<file path="src/rtl/bp_fifo_pkg.sv">
// Shared BytePipe definitions used by the byte FIFO and its storage array.
package bp_fifo_pkg;
  localparam int unsigned BP_W = 8;
endpackage

</file>
<file path="src/rtl/bp_fifo_mem.sv">
// DEPTH x BP_W storage: one synchronous write port, one asynchronous read port, no reset.
module bp_fifo_mem
  import bp_fifo_pkg::*;
#(
  parameter int unsigned DEPTH = 16,
  parameter int unsigned AW    = $clog2(DEPTH)
) (
  input  logic            i_clk,
  input  logic            i_we,
  input  logic [AW-1:0]   i_waddr,
  input  logic [BP_W-1:0] i_wdata,
  input  logic [AW-1:0]   i_raddr,
  output logic [BP_W-1:0] o_rdata
);

  logic [BP_W-1:0] mem_q [DEPTH];

  always_ff @(posedge i_clk) begin
    if (i_we) mem_q[i_waddr] <= i_wdata;
  end

  assign o_rdata = mem_q[i_raddr];

endmodule

</file>
<file path="src/rtl/bp_fifo.sv">
// Byte FIFO between the USB byte stream and the BytePipe stage; valid/ready on both sides.
module bp_fifo
  import bp_fifo_pkg::*;
#(
  parameter int unsigned DEPTH = 16,
  parameter int unsigned PTR_W = $clog2(DEPTH)
) (
  input  logic            i_clk,
  input  logic            i_rst,
  input  logic            i_cg,
  input  logic            i_flush,
  input  logic [BP_W-1:0] i_bp_data,
  input  logic            i_bp_valid,
  output logic            o_bp_ready,
  output logic [BP_W-1:0] o_bp_data,
  output logic            o_bp_valid,
  input  logic            i_bp_ready,
  output logic [PTR_W:0]  o_nEntries,
  output logic            o_full,
  output logic            o_empty
);

  if (DEPTH < 2 || DEPTH > 256 || (DEPTH & (DEPTH - 1)) != 0 || PTR_W != $clog2(DEPTH)) begin : g_bad_depth
    $error("bp_fifo: DEPTH must be a power of 2 in 2..256 and PTR_W must not be overridden");
  end

  localparam logic [PTR_W:0] PTR_ONE = {{PTR_W{1'b0}}, 1'b1};

  logic [PTR_W:0] wr_ptr_q, wr_ptr_d;
  logic [PTR_W:0] rd_ptr_q, rd_ptr_d;
  logic           push, pop;

  assign o_full     = (wr_ptr_q[PTR_W] != rd_ptr_q[PTR_W]) &&
                      (wr_ptr_q[PTR_W-1:0] == rd_ptr_q[PTR_W-1:0]);
  assign o_empty    = (wr_ptr_q == rd_ptr_q);
  assign o_nEntries = wr_ptr_q - rd_ptr_q;

  // Handshakes are qualified with reset so nothing is offered while reset is held.
  assign o_bp_ready = i_cg && !o_full  && !i_rst;
  assign o_bp_valid = i_cg && !o_empty && !i_rst;

  assign push = i_bp_valid && o_bp_ready;
  assign pop  = o_bp_valid && i_bp_ready;

  always_comb begin
    wr_ptr_d = wr_ptr_q;
    rd_ptr_d = rd_ptr_q;
    if (i_cg && i_flush) begin
      wr_ptr_d = '0;
      rd_ptr_d = '0;
    end else begin
      if (push) wr_ptr_d = wr_ptr_q + PTR_ONE;
      if (pop)  rd_ptr_d = rd_ptr_q + PTR_ONE;
    end
  end

  always_ff @(posedge i_clk or posedge i_rst) begin
    if (i_rst) begin
      wr_ptr_q <= '0;
      rd_ptr_q <= '0;
    end else begin
      wr_ptr_q <= wr_ptr_d;
      rd_ptr_q <= rd_ptr_d;
    end
  end

  bp_fifo_mem #(
    .DEPTH (DEPTH),
    .AW    (PTR_W)
  ) u_mem (
    .i_clk   (i_clk),
    .i_we    (push && !i_flush),
    .i_waddr (wr_ptr_q[PTR_W-1:0]),
    .i_wdata (i_bp_data),
    .i_raddr (rd_ptr_q[PTR_W-1:0]),
    .o_rdata (o_bp_data)
  );

endmodule

</file>
<file path="config.mk">
export PLATFORM = sky130hd
export DESIGN_NAME = bp_fifo
export DESIGN_NICKNAME = d
export VERILOG_FILES = /design/src/rtl/bp_fifo_pkg.sv /design/src/rtl/bp_fifo_mem.sv /design/src/rtl/bp_fifo.sv
export SDC_FILE = /design/constraint.sdc
export NUM_CORES = 1
export LEC_CHECK = 0
export ABC_AREA = 1
export CAP_MARGIN = 20
export CORE_MARGIN = 5
export CORE_UTILIZATION = 52
export DETAILED_ROUTE_END_ITERATION = 16
export PLACE_DENSITY_LB_ADDON = 0.12
export SLEW_MARGIN = 0
export SYNTH_ARGS = -nofsm -noshare
export SYNTH_HDL_FRONTEND = slang
export SYNTH_HIERARCHICAL = 1
export SYNTH_SLANG_ARGS = --single-unit
</file>
<file path="constraint.sdc">
create_clock -name i_clk -period 5 [get_ports i_clk]
set_input_delay 0.5 -clock i_clk [delete_from_list [all_inputs] [get_ports i_clk]]
set_output_delay 0.5 -clock i_clk [all_outputs]
set_load 0.05 [all_outputs]
</file>
### Word level (Yosys, flattened, before mapping)

Memories as Yosys holds them, arrays and structs flattened.
Index checks and enable logic that the tools add are counted.
Widths: inputs -> output; s select.

| word-level totals | value |
|---|---|
| bits in writable memories | 128 |
| word-level logic and storage cells | 30 |
| input port bits | 14 |
| flip-flop bits (word level) | 10 |
| memories | 1 |

Memory list:

| memory | words | bits a word | rd ports | clocked after Yosys merged registers in | wr ports | RTL line | source |
|---|---|---|---|---|---|---|---|
| u_mem.mem_q | 16 | 8 | 1 | 0 | 1 | bp_fifo_mem.sv:16 | `logic [BP_W-1:0] mem_q [DEPTH];` |

| operators by class | value |
|---|---|
| $add $sub $neg | 3 |
| reductions and logical operators | 15 |
| muxes and demuxes | 6 |
| equal/unequal tests | 3 |

Operators by type and width:

| cell | count |
|---|---|
| $mux 5 | 4 |
| $add 5x1->5 const B | 2 |
| $logic_and 1x1->1 | 9 |
| $eq 5x5->1 | 1 |
| $sub 5x5->5 | 1 |
| $eq 4x4->1 | 1 |
| $logic_not 1->1 | 4 |
| $reduce_bool 2->1 | 2 |
| $mux 1 | 2 |
| $ne 1x1->1 | 1 |

### Logic depth before layout (Yosys ltp)

| depth | value |
|---|---|
| depth after elaboration | 9 |
| gate-level depth with buffers | 9 |
| mapped depth without buffers | 9 |

### By module

The synthesis kept the hierarchy.

Modules (own cells, without submodules):

| module | cells each | area an instance (um^2) | seq. area each (um^2) | times used |
|---|---|---|---|---|
| bp_fifo_mem | 543 | 5606.6 | 3843.7 | 1 |
| bp_fifo | 116 | 845.8 | 250.2 | 1 |

### Worst setup path after synthesis

OpenSTA, ideal clock, no wires.

| path | value |
|---|---|
| path type | reg2out |
| from | register wr_ptr_q[2] |
| to | output o_bp_valid |
| data arrival time | 2.372 ns |
| required time | 4.500 ns |
| cell stages (with the launch flop) | 7 |
| path slack | 2.128 ns |
| path buffers | 0 |
| path through | dfrtp_1 -> ha_1 -> nand2_2 -> nor2_4 -> nand2_2 -> inv_1 -> nor3_1 |

| between the ends | value |
|---|---|
| cells in the longest elaborated chain, start to end | 4 |

RTL lines:

| element | RTL line | source |
|---|---|---|
| start: declaration | bp_fifo.sv:29 | `logic [PTR_W:0] wr_ptr_q, wr_ptr_d;` |
| start signal: assignment | bp_fifo.sv:62 | `wr_ptr_q <= wr_ptr_d;` |
| $eq 5x5->1 | bp_fifo.sv:35 | `assign o_empty = (wr_ptr_q == rd_ptr_q);` |
| net o_empty | bp_fifo.sv:20 | `output logic o_empty` |
| $logic_not 1->1 | bp_fifo.sv:40 | `assign o_bp_valid = i_cg && !o_empty && !i_rst;` |
| $logic_and 1x1->1 (2 in series) | bp_fifo.sv:40 |  |
| end: declaration | bp_fifo.sv:16 | `output logic o_bp_valid,` |

The timed path passes the listed nets, and every way through them passes these cells.

### Final worst setup path

| path | value |
|---|---|
| from | register rd_ptr_q[0] |
| to | output o_nEntries[4] |

| between the ends | value |
|---|---|
| cells in the longest elaborated chain, start to end | 1 |

RTL lines:

| element | RTL line | source |
|---|---|---|
| start: declaration | bp_fifo.sv:30 | `logic [PTR_W:0] rd_ptr_q, rd_ptr_d;` |
| start signal: assignment | bp_fifo.sv:63 | `rd_ptr_q <= rd_ptr_d;` |
| $sub 5x5->5 | bp_fifo.sv:36 | `assign o_nEntries = wr_ptr_q - rd_ptr_q;` |
| end: declaration | bp_fifo.sv:18 | `output logic [PTR_W:0] o_nEntries,` |

No other way between the ends.

==> reports/results.tsv <==
stage	metric	value	unit
synthesis	dominant register cell in the synthesized netlist	edfxtp_1	
final_layout	ANT cells	0	
floorplanning	Die H	121.4	µm
route	Vias	4460	
synthesis	leading area contributor after synthesis	edfxtp_1	
clock_tree	Post-CTS Resized	0	
clock_tree	Clock Path Buffers	2	
floorplanning	core area	0.01211	mm²
clock_tree	Post-CTS Setup Inserts	0	
synthesis	Mapped Area	0.006452	mm²
route	# DRC	0	
route	Detail Route Antenna Nets	0	
global_route	met3 usage	4.988	%
clock_tree	CTS Sinks	138	
run_status	outcome	finished, final reports clean	
setup_path	CP Launch Type	flop	
synthesis	asr flop ratio synth	7.246	%
sta	Fin. Hold Viols	0	
global_route	global routing usage on met1	28.89	%
synthesis	Mapped Cells	659	
sta	Tcrit/Tclk final	73.01	%
floorplanning	Initial Utilization	53.27	%
synthesis	EDFF count, synth	128	
global_route	GRT busiest layer	met2	
clock_tree	Clk Latency, worst-skew pair	0.42	ns
placement	DP Cell Count	834	
power	Lkg Pwr	3.198	nW
global_route	total track usage	20.93	%
final_layout	fin cells	867	
placement	Buffers on Ports	30	
global_route	vias in the first global route	4293	
sta	final worst path period need	3.651	ns
route	WL/cell	16.67	µm
placement	GP Congestion	0.8889	
synthesis	Netlist cell types	25	
synthesis	Seq cells post-synth	138	
clock_tree	clk slew on worst S/H paths	0.06	ns
synthesis	Ys Warns	6	
setup_path	element type at the critical path end	output port	
final_layout	Area Overhead vs Synth	14.87	%
clock_tree	H-tree levels	4	
sta	RSZ-0062 raised after global routing	false	
power	Power per Cell Area	595.8	mW/mm²
route	Initial DRC Count	362	
synthesis	Syn Nets	680	
hold_path	Hold Crit Class	input pin to asynchronous set/reset pin	
sta	setup_tns	0	ns
setup_path	crit-path max FO	69	
floorplanning	Die ar.	0.01474	mm²
clock_tree	post-cts hold buffer count	0	
setup_path	WS Path Type	flop to output port	
global_route	first-pass GRT wire length	22.98	mm
synthesis	synth top area cells	edfxtp_1 60%, nand2_1 12%, nand3_1 8.8%	
clock_tree	CTS tree	done	
setup_path	CP Data Arrival Time	3.15	ns
synthesis	synthesized area per cell	9.791	µm²
global_route	pin count of the biggest net entering global routing	70	
global_route	initial antenna violation count	0	
global_route	GR Overflow Total	0	
global_route	met2 Use GR	32.75	%
run	Max Cap Viol	0	
sta	Setup Skew	0.006628	ns
final_layout	layout cells sized above 1	6.867	%
route	post-DR vias/cell	5.144	
power	peak supply drop	0.3924	mV
synthesis	most frequent cells after synthesis	204 x nand2_1, 128 x edfxtp_1, 114 x inv_1, 113 x nand3_1, 29 x nor2_1	
sta	Final Slew Violations	0	
route	routed wire length	14.45	mm
synthesis	Yosys top cell area share	59.57	%
floorplanning	row count	40	
synthesis	register area share after synthesis	63.45	%
sta	Tightest Pin Transition	0.8750	ns
clock_tree	total CTS buffers	17	
synthesis	top-count cell post-synth	nand2_1	
sta	hold slack final	0.4451	ns
sta	Max Freq	273.9	MHz
clock_tree	CTS root buffer	clkbuf_16	
final_layout	Nets	707	
sta	Slew Limit Headroom	41.48	%
setup_path	CP Data Required Time	4.50	ns
power	power consumption	0.004416	W
route	first-pass detailed-route iteration total	5	
sta	Final setup viols	0	
placement	post-DP HPWL	9.010	mm
floorplanning	# IOs	31	
floorplanning	Die W	121.4	µm
[flip-flops by register name, summed over array words and instances, names as in the netlist]
name / flops
rd_ptr_q: 5
u_mem/mem_q: 128
wr_ptr_q: 5
[path summary, 6_finish.rpt]
| kind | cells after the start | end | from | slack (ns) |
|---|---|---|---|---|
| setup / recovery | 8 | o_nEntries[4] | rd_ptr_q[0] | 1.35 |
| hold / removal | 2 | wr_ptr_q[1] | i_rst | 0.45 |
| setup reg to reg | 9 | u_mem/mem_q[15][0] | rd_ptr_q[2] | 1.70 |
| hold reg to reg | 2 | rd_ptr_q[4] | rd_ptr_q[4] | 0.62 |
| max in group asynchronous | 2 | rd_ptr_q[0] | i_rst | 4.24 |
| min in group i_clk | 2 | rd_ptr_q[4] | rd_ptr_q[4] | 0.62 |
[layer usage]
layer | routed length, µm | vias to the layer above
li1 | - | 2160
met1 | 6405 | 2135
met2 | 6933 | 142
met3 | 870 | 23
met4 | 244 | 0
met5 | 0 | -
[layout by cell type, fill, tap and decap left out]
cell and instances:
nand2_1 204, clkinvlp_4 3, nand3_4 2, nor3_1 1, xnor2_1 2, nand3b_1 2, inv_1 114, dfrtp_2 1
ha_1 6, nand2_2 5, fa_1 1, nor2_1 29, clkinv_1 4, dfrtp_1 9, clkinv_4 1, nor2_4 1
clkdlybuf4s50_1 30, buf_4 2, buf_12 1, inv_2 4, clkbuf_16 17, bufinv_16 3, nand3_1 113, xor2_1 6
nor2_2 1, nand2_4 2, a21oi_1 2, edfxtp_1 128, clkinv_2 5
[worst max-delay path, cell delays in order, from the launching register on]
cell	delay [ns]
dfrtp_2	0.36
buf_4	0.56
ha_1	0.26
inv_1	0.06
fa_1	0.39
nand3_1	0.08
nand2_1	0.06
xor2_1	0.13
clkdlybuf4s50_1	0.81
[power breakdown]
| group | internal, W | leakage (nW) | switching, W | total (W) |
|---|---|---|---|---|
| registers | 0.00130 | 1.28 | 0.0000751 | 0.00137 |
| clock network | 0.000772 | 0.281 | 0.000456 | 0.00123 |
| logic | 0.000559 | 1.64 | 0.00126 | 0.00182 |
[cell type report]
type	count	area, µm²
repair buffers	33	335.3
clock buffers	17	425.4
flip-flops and latches	138	4095
multi-input cells	377	1742
inverters	119	446.7
fillers	1040	4700
clock inverters	15	157.7
well taps	168	210.2
[metrics by stage]
step                util, %  setup slack (ns)  instance area, µm²
global placement      56.22             1.753                6809
global route          61.20             1.166                7412
floorplan                 -             2.128                6452
detailed placement    56.22             1.707                6809
CTS                   61.03             1.305                7392
finish                61.20             1.349                7412
[kinds of logic after synthesis]
kind of cell | after synthesis | share of synthesized area (%)
AO/OA/AOI/OAI | 2 | 0.1551
XOR/XNOR | 8 | 1.086
adder cells (fa/ha/maj) | 7 | 1.474
buffers and inverters | 144 | 9.559
flip-flops | 138 | 63.45
AND/OR/NAND/NOR | 360 | 24.28
(Power assumes the default switching activity.)
